==> src/rtl/lcd_timing_sequencer_if.sv <==
// Pixel-source and panel-pin bundle for lcd_timing_sequencer.
// slave = sequencer side, master = upstream pixel source / panel observer.
interface lcd_timing_sequencer_if;
   logic        i_en;
   logic [15:0] i_pix_rgb;
   logic        i_pix_valid;
   logic        i_clr_underrun;
   logic        o_pix_req;
   logic [4:0]  o_lcd_r;
   logic [5:0]  o_lcd_g;
   logic [4:0]  o_lcd_b;
   logic        o_de;
   logic        o_hsync;
   logic        o_vsync;
   logic [9:0]  o_x;
   logic [9:0]  o_y;
   logic        o_frame_start;
   logic        o_busy;
   logic        o_underrun;

   modport slave (
      input  i_en, i_pix_rgb, i_pix_valid, i_clr_underrun,
      output o_pix_req, o_lcd_r, o_lcd_g, o_lcd_b, o_de, o_hsync, o_vsync,
             o_x, o_y, o_frame_start, o_busy, o_underrun
   );

   modport master (
      output i_en, i_pix_rgb, i_pix_valid, i_clr_underrun,
      input  o_pix_req, o_lcd_r, o_lcd_g, o_lcd_b, o_de, o_hsync, o_vsync,
             o_x, o_y, o_frame_start, o_busy, o_underrun
   );
endinterface

==> src/rtl/lcd_timing_sequencer.sv <==
// RGB565 LCD timing sequencer: H/V porch counters, pixel prefetch, registered panel pins.
// Optional build macro LCD_UNDERRUN_BLANK_EN: underrun slots drive black instead of repeating.
module lcd_timing_sequencer #(
   parameter int H_ACTIVE = 800,
   parameter int H_FP     = 210,
   parameter int H_SYNC   = 1,
   parameter int H_BP     = 46,
   parameter int V_ACTIVE = 480,
   parameter int V_FP     = 22,
   parameter int V_SYNC   = 1,
   parameter int V_BP     = 23
) (
   input logic                    i_clk,
   input logic                    i_rst,
   lcd_timing_sequencer_if.slave  bus
);

   localparam int H_TOT       = H_SYNC + H_BP + H_ACTIVE + H_FP;
   localparam int V_TOT       = V_SYNC + V_BP + V_ACTIVE + V_FP;
   localparam int H_ACT_START = H_SYNC + H_BP;
   localparam int H_ACT_END   = H_ACT_START + H_ACTIVE;
   localparam int V_ACT_START = V_SYNC + V_BP;
   localparam int V_ACT_END   = V_ACT_START + V_ACTIVE;

   typedef enum logic [1:0] {IDLE, RUN, STOP} state_t;

   state_t      state;
   logic [10:0] h_cnt;
   logic [10:0] v_cnt;

   logic        running;
   logic        h_act;
   logic        v_act;
   logic        in_hsync;
   logic        in_vsync;
   logic        h_last;
   logic        v_last;
   logic        pix_req;

   logic        de_q;
   logic        hsync_q;
   logic        vsync_q;
   logic [9:0]  x_q;
   logic [9:0]  y_q;
   logic        frame_start_q;
   logic [15:0] rgb_q;
   logic [15:0] rgb_hold;
   logic        underrun_q;

   assign running  = (state != IDLE);
   assign h_act    = (h_cnt >= 11'(H_ACT_START)) && (h_cnt < 11'(H_ACT_END));
   assign v_act    = (v_cnt >= 11'(V_ACT_START)) && (v_cnt < 11'(V_ACT_END));
   assign in_hsync = (h_cnt < 11'(H_SYNC));
   assign in_vsync = (v_cnt < 11'(V_SYNC));
   assign h_last   = (h_cnt == 11'(H_TOT - 1));
   assign v_last   = (v_cnt == 11'(V_TOT - 1));
   // Request is decoded from registers only, one cycle ahead of the registered DE.
   assign pix_req  = running && h_act && v_act;

   // NOTE: sequential state uses non-blocking assignments so every register
   // samples the pre-edge values, independent of statement order.
   always_ff @(posedge i_clk) begin
      if (i_rst) begin
         state <= IDLE;
         h_cnt <= '0;
         v_cnt <= '0;
      end else begin
         case (state)
            IDLE: begin
               if (bus.i_en) state <= RUN;
            end
            RUN, STOP: begin
               // Stopping only takes effect at the frame boundary; until then i_en toggles RUN/STOP.
               if (h_last && v_last) state <= bus.i_en ? RUN : IDLE;
               else                  state <= bus.i_en ? RUN : STOP;
               if (h_last) begin
                  h_cnt <= '0;
                  v_cnt <= v_last ? 11'd0 : v_cnt + 11'd1;
               end else begin
                  h_cnt <= h_cnt + 11'd1;
               end
            end
            default: state <= IDLE;
         endcase
      end
   end

   always_ff @(posedge i_clk) begin
      if (i_rst) begin
         de_q          <= 1'b0;
         hsync_q       <= 1'b1;
         vsync_q       <= 1'b1;
         x_q           <= '0;
         y_q           <= '0;
         frame_start_q <= 1'b0;
         rgb_q         <= '0;
         rgb_hold      <= '0;
         underrun_q    <= 1'b0;
      end else begin
         de_q          <= pix_req;
         hsync_q       <= ~(running && in_hsync);
         vsync_q       <= ~(running && in_vsync);
         x_q           <= pix_req ? 10'(h_cnt - 11'(H_ACT_START)) : 10'd0;
         y_q           <= pix_req ? 10'(v_cnt - 11'(V_ACT_START)) : 10'd0;
         frame_start_q <= running && (h_cnt == 11'd0) && (v_cnt == 11'd0);

         if (pix_req && bus.i_pix_valid) begin
            rgb_q    <= bus.i_pix_rgb;
            rgb_hold <= bus.i_pix_rgb;
         end else if (pix_req) begin
`ifdef LCD_UNDERRUN_BLANK_EN
            rgb_q <= '0;
`else
            rgb_q <= rgb_hold;
`endif
         end else begin
            rgb_q <= '0;
         end

         // Set has priority over clear so a simultaneous underrun is never lost.
         if (pix_req && !bus.i_pix_valid) underrun_q <= 1'b1;
         else if (bus.i_clr_underrun)     underrun_q <= 1'b0;
      end
   end

   assign bus.o_pix_req     = pix_req;
   assign bus.o_lcd_r       = rgb_q[15:11];
   assign bus.o_lcd_g       = rgb_q[10:5];
   assign bus.o_lcd_b       = rgb_q[4:0];
   assign bus.o_de          = de_q;
   assign bus.o_hsync       = hsync_q;
   assign bus.o_vsync       = vsync_q;
   assign bus.o_x           = x_q;
   assign bus.o_y           = y_q;
   assign bus.o_frame_start = frame_start_q;
   assign bus.o_busy        = running;
   assign bus.o_underrun    = underrun_q;

endmodule

==> src/flat_wrapper.sv <==
// flat-port wrapper written by rule: the top's interface ports become plain ports
module lcd_timing_sequencer_flat 
#(
   parameter int H_ACTIVE = 800,
   parameter int H_FP     = 210,
   parameter int H_SYNC   = 1,
   parameter int H_BP     = 46,
   parameter int V_ACTIVE = 480,
   parameter int V_FP     = 22,
   parameter int V_SYNC   = 1,
   parameter int V_BP     = 23
)
  (i_clk, i_rst, bus_i_en, bus_i_pix_rgb, bus_i_pix_valid, bus_i_clr_underrun, bus_o_pix_req, bus_o_lcd_r, bus_o_lcd_g, bus_o_lcd_b, bus_o_de, bus_o_hsync, bus_o_vsync, bus_o_x, bus_o_y, bus_o_frame_start, bus_o_busy, bus_o_underrun);
  lcd_timing_sequencer_if bus_i ();
  input logic i_clk;
  input logic i_rst;
  input wire logic [$bits(bus_i.i_en)-1:0] bus_i_en;
  input wire logic [$bits(bus_i.i_pix_rgb)-1:0] bus_i_pix_rgb;
  input wire logic [$bits(bus_i.i_pix_valid)-1:0] bus_i_pix_valid;
  input wire logic [$bits(bus_i.i_clr_underrun)-1:0] bus_i_clr_underrun;
  output wire logic [$bits(bus_i.o_pix_req)-1:0] bus_o_pix_req;
  output wire logic [$bits(bus_i.o_lcd_r)-1:0] bus_o_lcd_r;
  output wire logic [$bits(bus_i.o_lcd_g)-1:0] bus_o_lcd_g;
  output wire logic [$bits(bus_i.o_lcd_b)-1:0] bus_o_lcd_b;
  output wire logic [$bits(bus_i.o_de)-1:0] bus_o_de;
  output wire logic [$bits(bus_i.o_hsync)-1:0] bus_o_hsync;
  output wire logic [$bits(bus_i.o_vsync)-1:0] bus_o_vsync;
  output wire logic [$bits(bus_i.o_x)-1:0] bus_o_x;
  output wire logic [$bits(bus_i.o_y)-1:0] bus_o_y;
  output wire logic [$bits(bus_i.o_frame_start)-1:0] bus_o_frame_start;
  output wire logic [$bits(bus_i.o_busy)-1:0] bus_o_busy;
  output wire logic [$bits(bus_i.o_underrun)-1:0] bus_o_underrun;
  assign bus_i.i_en = bus_i_en;
  assign bus_i.i_pix_rgb = bus_i_pix_rgb;
  assign bus_i.i_pix_valid = bus_i_pix_valid;
  assign bus_i.i_clr_underrun = bus_i_clr_underrun;
  assign bus_o_pix_req = bus_i.o_pix_req;
  assign bus_o_lcd_r = bus_i.o_lcd_r;
  assign bus_o_lcd_g = bus_i.o_lcd_g;
  assign bus_o_lcd_b = bus_i.o_lcd_b;
  assign bus_o_de = bus_i.o_de;
  assign bus_o_hsync = bus_i.o_hsync;
  assign bus_o_vsync = bus_i.o_vsync;
  assign bus_o_x = bus_i.o_x;
  assign bus_o_y = bus_i.o_y;
  assign bus_o_frame_start = bus_i.o_frame_start;
  assign bus_o_busy = bus_i.o_busy;
  assign bus_o_underrun = bus_i.o_underrun;
  lcd_timing_sequencer #(.H_ACTIVE(H_ACTIVE), .H_FP(H_FP), .H_SYNC(H_SYNC), .H_BP(H_BP), .V_ACTIVE(V_ACTIVE), .V_FP(V_FP), .V_SYNC(V_SYNC), .V_BP(V_BP)) u_core (.i_clk(i_clk), .i_rst(i_rst), .bus(bus_i));
endmodule
==> config.mk <==
export PLATFORM = sky130hd
export DESIGN_NAME = lcd_timing_sequencer_flat
export DESIGN_NICKNAME = d
export VERILOG_FILES = /design/src/rtl/lcd_timing_sequencer_if.sv /design/src/rtl/lcd_timing_sequencer.sv /design/src/flat_wrapper.sv
export SDC_FILE = /design/constraint.sdc
export NUM_CORES = 1
export LEC_CHECK = 0
export CORE_UTILIZATION = 55
export DETAILED_ROUTE_END_ITERATION = 8
export PLACE_DENSITY = 0.9
export SETUP_SLACK_MARGIN = 0.05
export SKIP_CTS_REPAIR_TIMING = 1
export SLEW_MARGIN = 20
export SYNTH_ARGS = -nofsm -noshare
export SYNTH_HDL_FRONTEND = slang
export SYNTH_SLANG_ARGS = --single-unit
==> constraint.sdc <==
create_clock -name i_clk -period 4.09 [get_ports i_clk]
set_input_delay 0.818 -clock i_clk [delete_from_list [all_inputs] [get_ports i_clk]]
set_output_delay 0.818 -clock i_clk [all_outputs]
set_load 0.01 [all_outputs]
### Word-level counts from Yosys, hierarchy flattened

Cells that the tools add are included.

| word-level totals | value |
|---|---|
| register bits | 81 |
| input port bits | 21 |
| output and inout bits | 43 |
| logic and storage cells | 61 |

| operators by class | value |
|---|---|
| add/sub/neg operators | 4 |
| magnitude comparators | 6 |
| equal/unequal tests | 5 |
| mux-type cells | 11 |
| bitwise operators | 3 |
| reductions and logical operators | 20 |

Operators by type and width:

| cell | count |
|---|---|
| $mux W16 | 2 |
| $add A11 B1 Y11 const B | 2 |
| $logic_not A11 Y1 | 2 |
| $lt A11 B1 Y1 const B | 2 |
| $mux W11 | 2 |
| $eq A11 B10 Y1 const B | 1 |
| $eq A11 B11 Y1 const B | 1 |
| $ge A11 B5 Y1 const B | 1 |
| $ge A11 B6 Y1 const B | 1 |
| $logic_and A1 B1 Y1 | 11 |
| $lt A11 B10 Y1 const B | 1 |
| $lt A11 B9 Y1 const B | 1 |
| $sub A10 B5 Y10 const B | 1 |
| $sub A10 B6 Y10 const B | 1 |
| $mux W2 | 3 |
| $pmux W2 S2 | 1 |
| $reduce_bool A2 Y1 | 2 |
| $reduce_or A2 Y1 | 2 |
| $mux W1 | 3 |
| $not A1 Y1 | 3 |
| $eq A2 B1 Y1 const B | 1 |
| $eq A2 B2 Y1 const B | 1 |
| $logic_not A2 Y1 | 1 |
| $ne A2 B2 Y1 const B | 1 |
| 2 further kinds | 2 |

### Depth between registers and ports, before layout

| logic depth | value |
|---|---|
| depth in word-level cells | 6 |
| mapped depth | 8 |

### Least setup slack after synthesis

No wires, ideal clock.

| path | value |
|---|---|
| path kind | reg2out |
| from | register u_core.h_cnt[0] |
| to | output port bus_o_pix_req |
| arrival | 1.509 ns |
| required time | 3.272 ns |
| setup slack | 1.763 ns |
| cell stages (with the launch flop) | 7 |
| buffers on the path | 1 |
| cell sequence | dfxtp_1 -> ha_1 -> and3_1 -> clkbuf_1 -> and2_2 -> o32ai_4 -> nor2_1 |

| between the ends | value |
|---|---|
| word-level cells in the longest chain between the ends | 4 |
| elaborated cells between the ends (all ways) | 5 |
| those cells by class | order compare: 2; reduce/logical: 3 |

Ends and longest elaborated chain:

| what | RTL line | source |
|---|---|---|
| from (decl) | lcd_timing_sequencer.sv:28 | `logic [10:0] h_cnt;` |
| from (signal assigned) | lcd_timing_sequencer.sv:80 | `h_cnt <= h_cnt + 11'd1;` |
| $ge A11 B6 Y1 / $lt A11 B10 Y1 (equally long branches) | lcd_timing_sequencer.sv:51 | `assign h_act = (h_cnt >= 11'(H_ACT_START)) && (h_cnt < 11'(H_ACT_END));` |
| $logic_and A1 B1 Y1 (*) | lcd_timing_sequencer.sv:51 |  |
| $logic_and A1 B1 Y1 (*) (2 in a row) | lcd_timing_sequencer.sv:58 | `assign pix_req = running && h_act && v_act;` |
| to (decl) | flat_wrapper.sv:21 | `output wire logic [$bits(bus_i.o_pix_req)-1:0] bus_o_pix_req;` |

Mark *: on every way between the ends. The rest lies on a longest branch, timed or not.

### Worst setup path in the final report

Same ends and word-level chain as after synthesis.

==> reports/metrics.yaml <==
syn_area_um2: 3540
rr_startpoint: "u_core.h_cnt[0]$_SDFFE_PP0N_"
reg2reg_to: "u_core.v_cnt[8]$_SDFFE_PP0P_"
start_util_pct: 58.5
finalMaxSlewViolations: 0
pre_cts_slack_ps: 1220
ys_ff_latch: 81
fin_ws_ps: 793
synth_enable_flop_cells: 0
antenna_left: 0
synth_ff_type: "dfxtp_1"
peakVddDrop_v: 0.000281
clock_path_buffers: 2
hold_class: "reg -> reg"
antenna_found_initial: 0
wirelength_um: 7750
rows: 28
reg2reg_slack_ps: 1360
reg2reg_depth: 6
crit_path_start: "u_core.h_cnt[0]$_SDFFE_PP0N_"
yosys_warnings: 0
synth_xor_area_share_pct: 7.17
min-delay-start: "u_core.rgb_hold[7]$_SDFFE_PP0P_"
drive_gt1_share_pct: 8.51
synth_top_family_by_area: "simple AND/OR/NAND/NOR gates"
synth.mux.area_fraction_pct: 9.32
layout_commonest_cell: "dfxtp_1"
fin_crit_ps: 3300
crit_fanout: 8
synth-seq-area-share_pct: 45.7
endpoint_kind: "output port"
path_class: "reg -> out"
insertion_delay_ps: 370
die_h_um: 82.3
syn_to_final_growth_pct: 24.3
min_path_cells: 2
slew_headroom_pct: 46.0
die_w_um: 82.3
synth_fa_ha_area_share_pct: 3.18
crit_arrival_ps: 2480
top_level_ports: 64
clk_pin_slew_ps: 90
p_leak_nw: 1.67
fmax_mhz: 303
cts_tree: "built"
antenna_cells: 0
hold_end: "u_core.rgb_hold[7]$_SDFFE_PP0P_"
io_buffers: 63
power.density_nw_per_um2: 366
core-area_um2: 6060
clock_sinks: 81
cts-root-buf: "clkbuf_8"
setup-violations-final: 0
synthSimpleGateAreaFrac_pct: 25.7
worst_clock_skew_ps: 12.7
netlist_instances: 374
cts_made_buffers: 9
syn_nets: 404
cts-htree-levels: 3
dr_total_vias: 2770
final.setup.tns_ps: 0
drc: 0
startpoint_type: "register"
yosysUniqueCellTypes: 44
grt_max_degree: 37
maxCapViolCount: 0
place.gp.congestion: 0.914
globalRouteOverflowTotal: 0
drt_pass1_iterations: 5
first_iter_violations: 186
fin_nets: 460
wl_per_cell_um: 15.2
syn_area_per_cell_um2: 9.48
grt_use_total_pct: 24.9
finalPower_w: 0.00161
async_flop_share_pct: 0
worst_pin_slew_ps: 808
dieArea_um2: 6770
hold_viol_final: 0
final_cell_mix: "dfxtp_1 (81), nor2_1 (65), clkdlybuf4s50_1 (63)"
rsz0062_at_grt: "false"
grt_pass1_wl_um: 12300
grt_pass1_vias: 2599
hpwl_um: 5360
vias_per_cell: 5.43
finalCritPeriodShare_pct: 80.6
synth_compound_area_share_pct: 3.21
worstPathRequired_ps: 3270
outcome: "completed"
per-stage QoR:
stage | cells | area, um^2 | hold WS, ps | util, %
after CTS | 510 | 4410 | 479 | 72.7
after floorplan | 374 | 3540 | 448 | -
after detailed placement | 494 | 4150 | 467 | 68.5
final | 510 | 4410 | 474 | 72.7
after global placement | 494 | 4150 | 457 | 68.5
after global routing | 510 | 4410 | 494 | 72.7
worst max-delay path: stages, from the launching register on:
cell and delay [ps]:
dfxtp_1 480, ha_1 250, and3_1 310, and2_2 230, o32ai_4 90, nor2_1 160
clkdlybuf4s50_1 580
cell families after synthesis:
family	Yosys count
AOI/OAI and AO/OA	14
xor gates and xnor gates	29
adders and majority gates	9
buffers and inverters	36
DFF	81
muxes	33
other	1
and+or+nand+nor	171
worst max-delay path by stage:
stage	endpoint	cells after the start
floorplan	bus_o_pix_req	6
global placement	bus_o_pix_req	6
detailed placement	bus_o_pix_req	6
CTS	bus_o_pix_req	6
global route	bus_o_pix_req	6
finish	bus_o_pix_req	6
synthesized netlist by cell type, drive strengths merged (2+ instances only):
master / n / area (um^2)
clkbuf: 12 / 55.1
nand4: 7 / 43.8
nor4: 5 / 37.5
ha: 9 / 113
nand3: 11 / 55.1
dfxtp: 81 / 1620
o32ai: 2 / 36.3
mux2i: 33 / 330
a21oi: 6 / 30.0
or2: 4 / 25.0
and3: 6 / 38.8
xnor2: 18 / 158
and4: 2 / 18.8
or3: 4 / 25.0
nor2: 66 / 255
buf: 10 / 90.1
nand2: 16 / 60.1
inv: 14 / 52.6
xor2: 11 / 96.3
nor3: 7 / 51.3
nand2b: 36 / 225
final cells by class:
type | count | area [um^2]
Inverter | 14 | 52.6
Clock buffer | 10 | 138
Clock inverter | 6 | 114
Multi-Input combinational cell | 257 | 1730
Fill cell | 403 | 1660
Tap cell | 75 | 93.8
Sequential cell | 81 | 1620
Timing Repair Buffer | 67 | 661
flip-flops by register name, summed over array words and instances, names as in the netlist, 2 cells and up:
register         flops
u_core.bus.o_x      10
u_core.bus.o_y      10
u_core.h_cnt        11
u_core.rgb_hold     16
u_core.rgb_q        16
u_core.state         2
u_core.v_cnt        11
report_power, final:
group | leakage, nW | internal (W) | total (W) | switching, W
Clock | 0.119 | 0.000424 | 0.000724 | 0.000300
Sequential | 0.653 | 0.000793 | 0.000799 | 0.00000550
Combinational | 0.901 | 0.0000474 | 0.0000877 | 0.0000403
per-layer routing:
layer  track usage (%)  vias to the layer above  part of all wire (%)
li1                  -                     1339                     -
met3              4.73                       14                   4.5
met2              40.7                       88                    51
met1              30.5                     1329                    42
met5                 0                        -                     0
met4              14.6                        0                   2.3
Note: power is estimated with default switching activity, not from simulation.
